[config.mk]
export PLATFORM = sky130hd
export DESIGN_NAME = tty_printer_kl8e
export DESIGN_NICKNAME = d
export VERILOG_FILES = /design/src/rtl/tty_pkg.sv /design/src/rtl/uart_tx_serializer.sv /design/src/rtl/tty_printer_kl8e.sv
export SDC_FILE = /design/constraint.sdc
export NUM_CORES = 1
export LEC_CHECK = 0
export BUFFER_PORTS_ARGS = -buffer_cell sky130_fd_sc_hd__buf_2
export CAP_MARGIN = 10
export CORE_ASPECT_RATIO = 1.2
export CORE_UTILIZATION = 40
export CTS_CLUSTER_SIZE = 8
export DETAILED_ROUTE_END_ITERATION = 7
export GPL_TIMING_DRIVEN = 0
export PLACE_DENSITY = 0.6
export SYNTH_ARGS = -nofsm -noshare
export SYNTH_HDL_FRONTEND = slang
export SYNTH_HIERARCHICAL = 1
export SYNTH_SLANG_ARGS = --single-unit
[constraint.sdc]
create_clock -name clock -period 2.1 [get_ports clock]
set_clock_uncertainty 0.05 [all_clocks]
set_input_delay 0.105 -clock clock [delete_from_list [all_inputs] [get_ports clock]]
set_output_delay 0.105 -clock clock [all_outputs]
set_load 0.02 [all_outputs]
[src/rtl/tty_pkg.sv]
// Shared constants and types for the KL8E console printer: IOT op bits, device code, serializer states.
package tty_pkg;

    localparam int unsigned IOT_SKIP  = 0;
    localparam int unsigned IOT_CLR   = 1;
    localparam int unsigned IOT_PRINT = 2;

    localparam logic [5:0] DEV_TTO   = 6'o04;
    localparam logic [2:0] IOT_IE_OP = 3'b101;

    typedef enum logic [1:0] {IDLE, START, DATA, STOP} tto_state_t;

    // Line level presented while the serializer sits in a given state.
    function automatic logic line_level(input tto_state_t st, input logic data_bit);
        case (st)
            START:   return 1'b0;
            DATA:    return data_bit;
            default: return 1'b1;
        endcase
    endfunction

endpackage

[src/rtl/uart_tx_serializer.sv]
// 8N1 transmitter: start/ready handshake, per-state baud counter, LSB-first shift register.
module uart_tx_serializer
    import tty_pkg::*;
#(
    parameter int unsigned CLKS_PER_BIT = 868
) (
    input  logic       clock,
    input  logic       reset,
    input  logic       start,
    input  logic [7:0] data,
    output logic       ready_c,
    output logic       done_c,
    output logic       busy,
    output logic       tx
);

    localparam int unsigned CNT_W = (CLKS_PER_BIT > 2) ? $clog2(CLKS_PER_BIT) : 1;
    localparam logic [CNT_W-1:0] CNT_LAST = CNT_W'(CLKS_PER_BIT - 1);

    tto_state_t       state, state_n;
    logic [CNT_W-1:0] cnt, cnt_n;
    logic [2:0]       bit_idx, bit_idx_n;
    logic [7:0]       shift, shift_n;

    assign ready_c = (state == IDLE);

    // Next-state: every non-idle state lasts exactly CLKS_PER_BIT cycles.
    always_comb begin
        state_n   = state;
        cnt_n     = cnt;
        bit_idx_n = bit_idx;
        shift_n   = shift;
        done_c    = 1'b0;
        case (state)
            IDLE: begin
                if (start) begin
                    state_n = START;
                    cnt_n   = '0;
                    shift_n = data;
                end
            end
            START: begin
                if (cnt == CNT_LAST) begin
                    state_n   = DATA;
                    cnt_n     = '0;
                    bit_idx_n = 3'd0;
                end else begin
                    cnt_n = cnt + CNT_W'(1);
                end
            end
            DATA: begin
                if (cnt == CNT_LAST) begin
                    cnt_n = '0;
                    if (bit_idx == 3'd7) begin
                        state_n = STOP;
                    end else begin
                        bit_idx_n = bit_idx + 3'd1;
                        shift_n   = {1'b0, shift[7:1]};
                    end
                end else begin
                    cnt_n = cnt + CNT_W'(1);
                end
            end
            STOP: begin
                if (cnt == CNT_LAST) begin
                    state_n = IDLE;
                    cnt_n   = '0;
                    done_c  = 1'b1;
                end else begin
                    cnt_n = cnt + CNT_W'(1);
                end
            end
            default: state_n = IDLE;
        endcase
    end

    // Line and busy are registered from next-state so they track the state register exactly.
    always_ff @(posedge clock) begin
        if (reset) begin
            state   <= IDLE;
            cnt     <= '0;
            bit_idx <= 3'd0;
            shift   <= 8'd0;
            busy    <= 1'b0;
            tx      <= 1'b1;
        end else begin
            state   <= state_n;
            cnt     <= cnt_n;
            bit_idx <= bit_idx_n;
            shift   <= shift_n;
            busy    <= (state_n != IDLE);
            tx      <= line_level(state_n, shift_n[0]);
        end
    end

endmodule

[src/rtl/tty_printer_kl8e.sv]
// KL8E printer half: IOT decode, printer flag, overrun, ack pipeline around an 8N1 serializer.
// Optional interrupt-enable register (IOT 6045) and irq output when TTY_IRQ_EN is defined.
module tty_printer_kl8e
    import tty_pkg::*;
#(
    parameter int unsigned CLK_FREQ_HZ = 100_000_000,
    parameter int unsigned BAUD        = 115_200,
    parameter logic [5:0]  DEVICE_CODE = DEV_TTO
) (
    input  logic       clock,
    input  logic       reset,
    input  logic       iot_valid,
    input  logic [5:0] iot_device,
    input  logic [2:0] iot_op,
    input  logic [7:0] ac_in,
    output logic       iot_ack,
    output logic       skip,
    output logic       irq,
    output logic       busy,
    output logic       overrun,
    output logic       uart_tx
);

    localparam int unsigned CLKS_PER_BIT = CLK_FREQ_HZ / BAUD;

    logic match_c, ie_op_c, print_req_c, start_c, ready_c, done_c;
    logic flag, flag_n, skip_n, overrun_n;

    // Decode; completion set takes priority over a coincident clear so no character-done is lost.
    always_comb begin
        match_c = iot_valid && (iot_device == DEVICE_CODE);
`ifdef TTY_IRQ_EN
        ie_op_c = (iot_op == IOT_IE_OP);
`else
        ie_op_c = 1'b0;
`endif
        print_req_c = match_c && !ie_op_c && iot_op[IOT_PRINT];
        start_c     = print_req_c && ready_c;
        overrun_n   = overrun || (print_req_c && !ready_c);
        skip_n      = match_c && !ie_op_c && iot_op[IOT_SKIP] && flag;
        flag_n      = flag;
        if (match_c && !ie_op_c && iot_op[IOT_CLR]) begin
            flag_n = 1'b0;
        end
        if (done_c) begin
            flag_n = 1'b1;
        end
    end

    always_ff @(posedge clock) begin
        if (reset) begin
            iot_ack <= 1'b0;
            skip    <= 1'b0;
            flag    <= 1'b0;
            overrun <= 1'b0;
        end else begin
            iot_ack <= match_c;
            skip    <= skip_n;
            flag    <= flag_n;
            overrun <= overrun_n;
        end
    end

`ifdef TTY_IRQ_EN
    logic ie, ie_n;

    always_comb begin
        ie_n = ie;
        if (match_c && ie_op_c) begin
            ie_n = ac_in[0];
        end
    end

    always_ff @(posedge clock) begin
        if (reset) begin
            ie  <= 1'b1;
            irq <= 1'b0;
        end else begin
            ie  <= ie_n;
            irq <= flag_n && ie_n;
        end
    end
`else
    assign irq = 1'b0;
`endif

    uart_tx_serializer #(
        .CLKS_PER_BIT(CLKS_PER_BIT)
    ) u_ser (
        .clock  (clock),
        .reset  (reset),
        .start  (start_c),
        .data   (ac_in),
        .ready_c(ready_c),
        .done_c (done_c),
        .busy   (busy),
        .tx     (uart_tx)
    );

endmodule
==> results.tsv <==
stage	metric	value	unit
outcome	status	complete, no violations	
floorplan	num_rows	23	
logic_synthesis	ys_seq_elements	29	
global_routing	grt_overflow	0	
timing	drv_slew	0	
critical_path	worstSetupPathType	register to register	
logic_synthesis	synth_compound_area_share	21.9	%
placement	dpl_cell_area	1580	µm²
critical_path	slowest_stage	or4b_4	
critical_path	critPathArrivalTime	2.15	ns
drt	ant_nets	0	
clock_tree	clkSinkCount	29	
critical_path	crit_path_end_kind	register	
critical_path	cp-startpoint	u_ser/cnt[0]	
clock_tree	htree_num_levels	2	
global_routing	antenna_found_initial	0	
timing	tightest_slew	0.524	ns
clock_tree	root_buffer	clkbuf_8	
global_routing	grt.total_usage	19.7	%
timing	finalHoldViolCount	0	
clock_tree	numCtsBuffers	5	
critical_path	cp.required	2.20	ns
logic_synthesis	synth_simple_gate_area_share	28.8	%
critical_path	rr_startpoint	u_ser/cnt[0]	
power	ir_drop	597	µV
floorplan	start_util	41.9	%
logic_synthesis	syn_nets	181	
floorplan	design.portCount	26	
timing	grt_setup_unrepaired	true	
timing	clock.fmax	488	MHz
timing	finalSetupViolations	0	
global_routing	met1_usage	22.1	%
critical_path	worstSetupStartpointType	register	
logic_synthesis	synth-seq-area-share	41.2	%
layout	fillers	347	
logic_synthesis	async_reset_ff_share	0	%
global_routing	met2_usage	34.7	%
logic_synthesis	synthXorXnorAreaFrac	0.621	%
logic_synthesis	synth_area_leaders	dfxtp_1 (41%), a21oi_1 (5.3%), a311oi_1 (4.3%), nand2_1 (4.3%), a22oi_1 (3.7%)	
drt	drt-initial-drc-count	40	
timing	layout_min_cycle_time	2.05	ns
logic_synthesis	synth.area.mux_share	0.710	%
clock_tree	ctsHoldBuffers	0	
logic_synthesis	synth_top_family_by_area	simple AND/OR/NAND/NOR gates	
layout	utilization	52.7	%
floorplan	fp.coreArea	3370	µm²
logic_synthesis	synth_cells	158	
logic_synthesis	synth.avg_cell_area	8.92	µm²
clock_tree	clkLatencyLatePin	0.28	ns
hold_path	min-delay-start	ac_in[7]	
logic_synthesis	synth-main-ff-cell	dfxtp_1	
layout	area_growth	25.8	%
layout	final_cell_area	1770	µm²
logic_synthesis	synthDominantCellAreaShare	41.2	%
logic_synthesis	syn_area	1410	µm²
placement	post-dp-hpwl	2370	µm
drt	dr.pass1.iters	4	
job	drv_cap	0	
global_routing	use_met3	5.44	%
floorplan	die_h	67.0	µm
logic_synthesis	synth_area_leader_cell	dfxtp_1	
drt	viasPerCell	5.78	
layout	diodes	0	
logic_synthesis	synth_edf_count	0	
placement	portBuffers	24	
placement	place_congestion	0.850	
critical_path	cp_max_fo	8	
hold_path	hold_class	primary input to register	
critical_path	path_cells	ha_4 > or4b_4 > nor4_4 > buf_4 > nor2_4 > a221oi_2 > o21bai_1	
power	power_leakage	0.688	nW
layout	num-nets-final	216	
drt	vias	1335	
drt	totalWireLength	3440	µm
critical_path	critPathMaxStageDelay	0.52	ns
drt	wire_per_inst	14.9	µm
timing	period_share	97.5	%
power	pwr_density_cell	669	nW/µm²
clock_tree	clk_pin_slew_worst_paths	0.06	ns
critical_path	critical_path_buf_inv_count	1	
layout	drive_above_1_share	29.4	%
logic_synthesis	synthAdderAreaFrac	2.66	%
timing	slew-limit-headroom	65.1	%
global_routing	grt_pass1_wl	5580	µm
clock_tree	cts_tree	done	
critical_path	path_delay_family	simple AND/OR/NAND/NOR gates	
global_routing	grt_max_degree	11	
floorplan	dieArea	3770	µm²
global_routing	busiest_layer	met2	
logic_synthesis	yosys_warnings	6	
drt	post-route-drc-count	0	
global_routing	grt_pass1_vias	1223	
clock_tree	clockBufferDepth	2	
logic_synthesis	ys_types	46	
floorplan	die_w	56.2	µm
## cells by family (layout without fill, tap and decap cells)
logic type                 Yosys count  after routing
adders and majority gates            3              3
muxes                                1              1
other                                1              1
DFF                                 29             29
and+or+nand+nor                     67             67
AOI/OAI and AO/OA                   43             43
buffers and inverters               13             49
xor gates and xnor gates             1              1
## state kept, by name, indices dropped and copies added, names as in the netlist, 2 cells and up
name           cells
u_ser/bit_idx      3
u_ser/cnt         10
u_ser/shift        8
u_ser/state        2
## per-stage QoR
| stage | hold WS [ns] | worst slack, ns | setup TNS [ns] | std cells | total power, W |
|---|---|---|---|---|---|
| after floorplan | 0.131 | 0.00678 | 0 | 158 | 0.000581 |
| after global placement | 0.284 | -0.483 | -4.77 | 219 | 0.000603 |
| after detailed placement | 0.295 | -0.546 | -5.16 | 219 | 0.000605 |
| after CTS | 0.000642 | -0.0148 | -0.0148 | 230 | 0.00120 |
| after global routing | 0.00248 | -0.0429 | -0.112 | 231 | 0.00123 |
| final | 0.00421 | 0.0529 | 0 | 231 | 0.00119 |
## worst min-delay path, stage by stage
cell and delay [ns]:
buf_2 0.07, a21oi_1 0.05, nor2_1 0.07
## Yosys cell counts (all sizes together), types with 3 or more instances
master,count
dfxtp,29
nand2,17
a21oi,15
nor2,10
nor3,10
a22oi,7
a311oi,7
or3,7
clkbuf,5
inv,5
and3,4
a41oi,3
buf,3
ha,3
nand3,3
nor4,3
o21ai,3
## metal layers
layer	up-vias	wire length (µm)
met1	645	1450
met3	4	133
met5	-	0
met4	0	50
li1	657	-
met2	29	1810
## layout by cell type, fill, tap and decap left out, types with 2 or more instances in the layout
| cell | instances |
|---|---|
| a21oi_1 | 15 |
| a22oi_1 | 7 |
| a311oi_1 | 7 |
| a41oi_1 | 3 |
| and3_1 | 3 |
| buf_2 | 24 |
| buf_4 | 7 |
| clkbuf_1 | 5 |
| clkbuf_8 | 6 |
| dfxtp_1 | 27 |
| dfxtp_2 | 2 |
| inv_1 | 5 |
| nand2_1 | 16 |
| nand2b_1 | 2 |
| nand3_1 | 3 |
| nand3b_1 | 2 |
| nor2_1 | 7 |
| nor2_4 | 2 |
| nor3_1 | 8 |
| nor3b_1 | 2 |
| nor4_4 | 2 |
| o21ai_0 | 3 |
| or3_1 | 6 |
## layout make-up
cell class	instances	area, µm²	share of cell area (%)
timing repair buffer	29	158	8.89
buffer	7	33.8	1.90
tap	37	46.3	2.61
clock inverter	1	30.0	1.69
sequential	29	583	32.9
inverter	5	18.8	1.06
multi-input combinational	116	818	46.1
clock buffer	7	86.3	4.87
## final timing paths
| path | to | slack [ns] | cells after the start |
|---|---|---|---|
| max | u_ser/tx | 0.05 | 7 |
| max reg2reg | u_ser/tx | 0.05 | 7 |
| min reg2reg | skip | 0.40 | 2 |
| min | u_ser/shift[7] | 0.004 | 3 |
## repair_timing
action / 4_1_cts / 5_1_grt
gates resized for setup: 7 / 4
cloned: 0 / 0
setup buffers: 4 / 1
endpoints found under the hold margin: 0 / 0
endpoints found under the setup margin: 23 / 21
pin swaps: 2 / 1
## power by group
group / internal, W / total, W / switching [W]
logic: 0.0000196 / 0.0000427 / 0.0000230
registers: 0.000551 / 0.000551 / 0.000000544
clock network: 0.000386 / 0.000593 / 0.000207
Note: power is estimated with default switching activity, not from simulation.
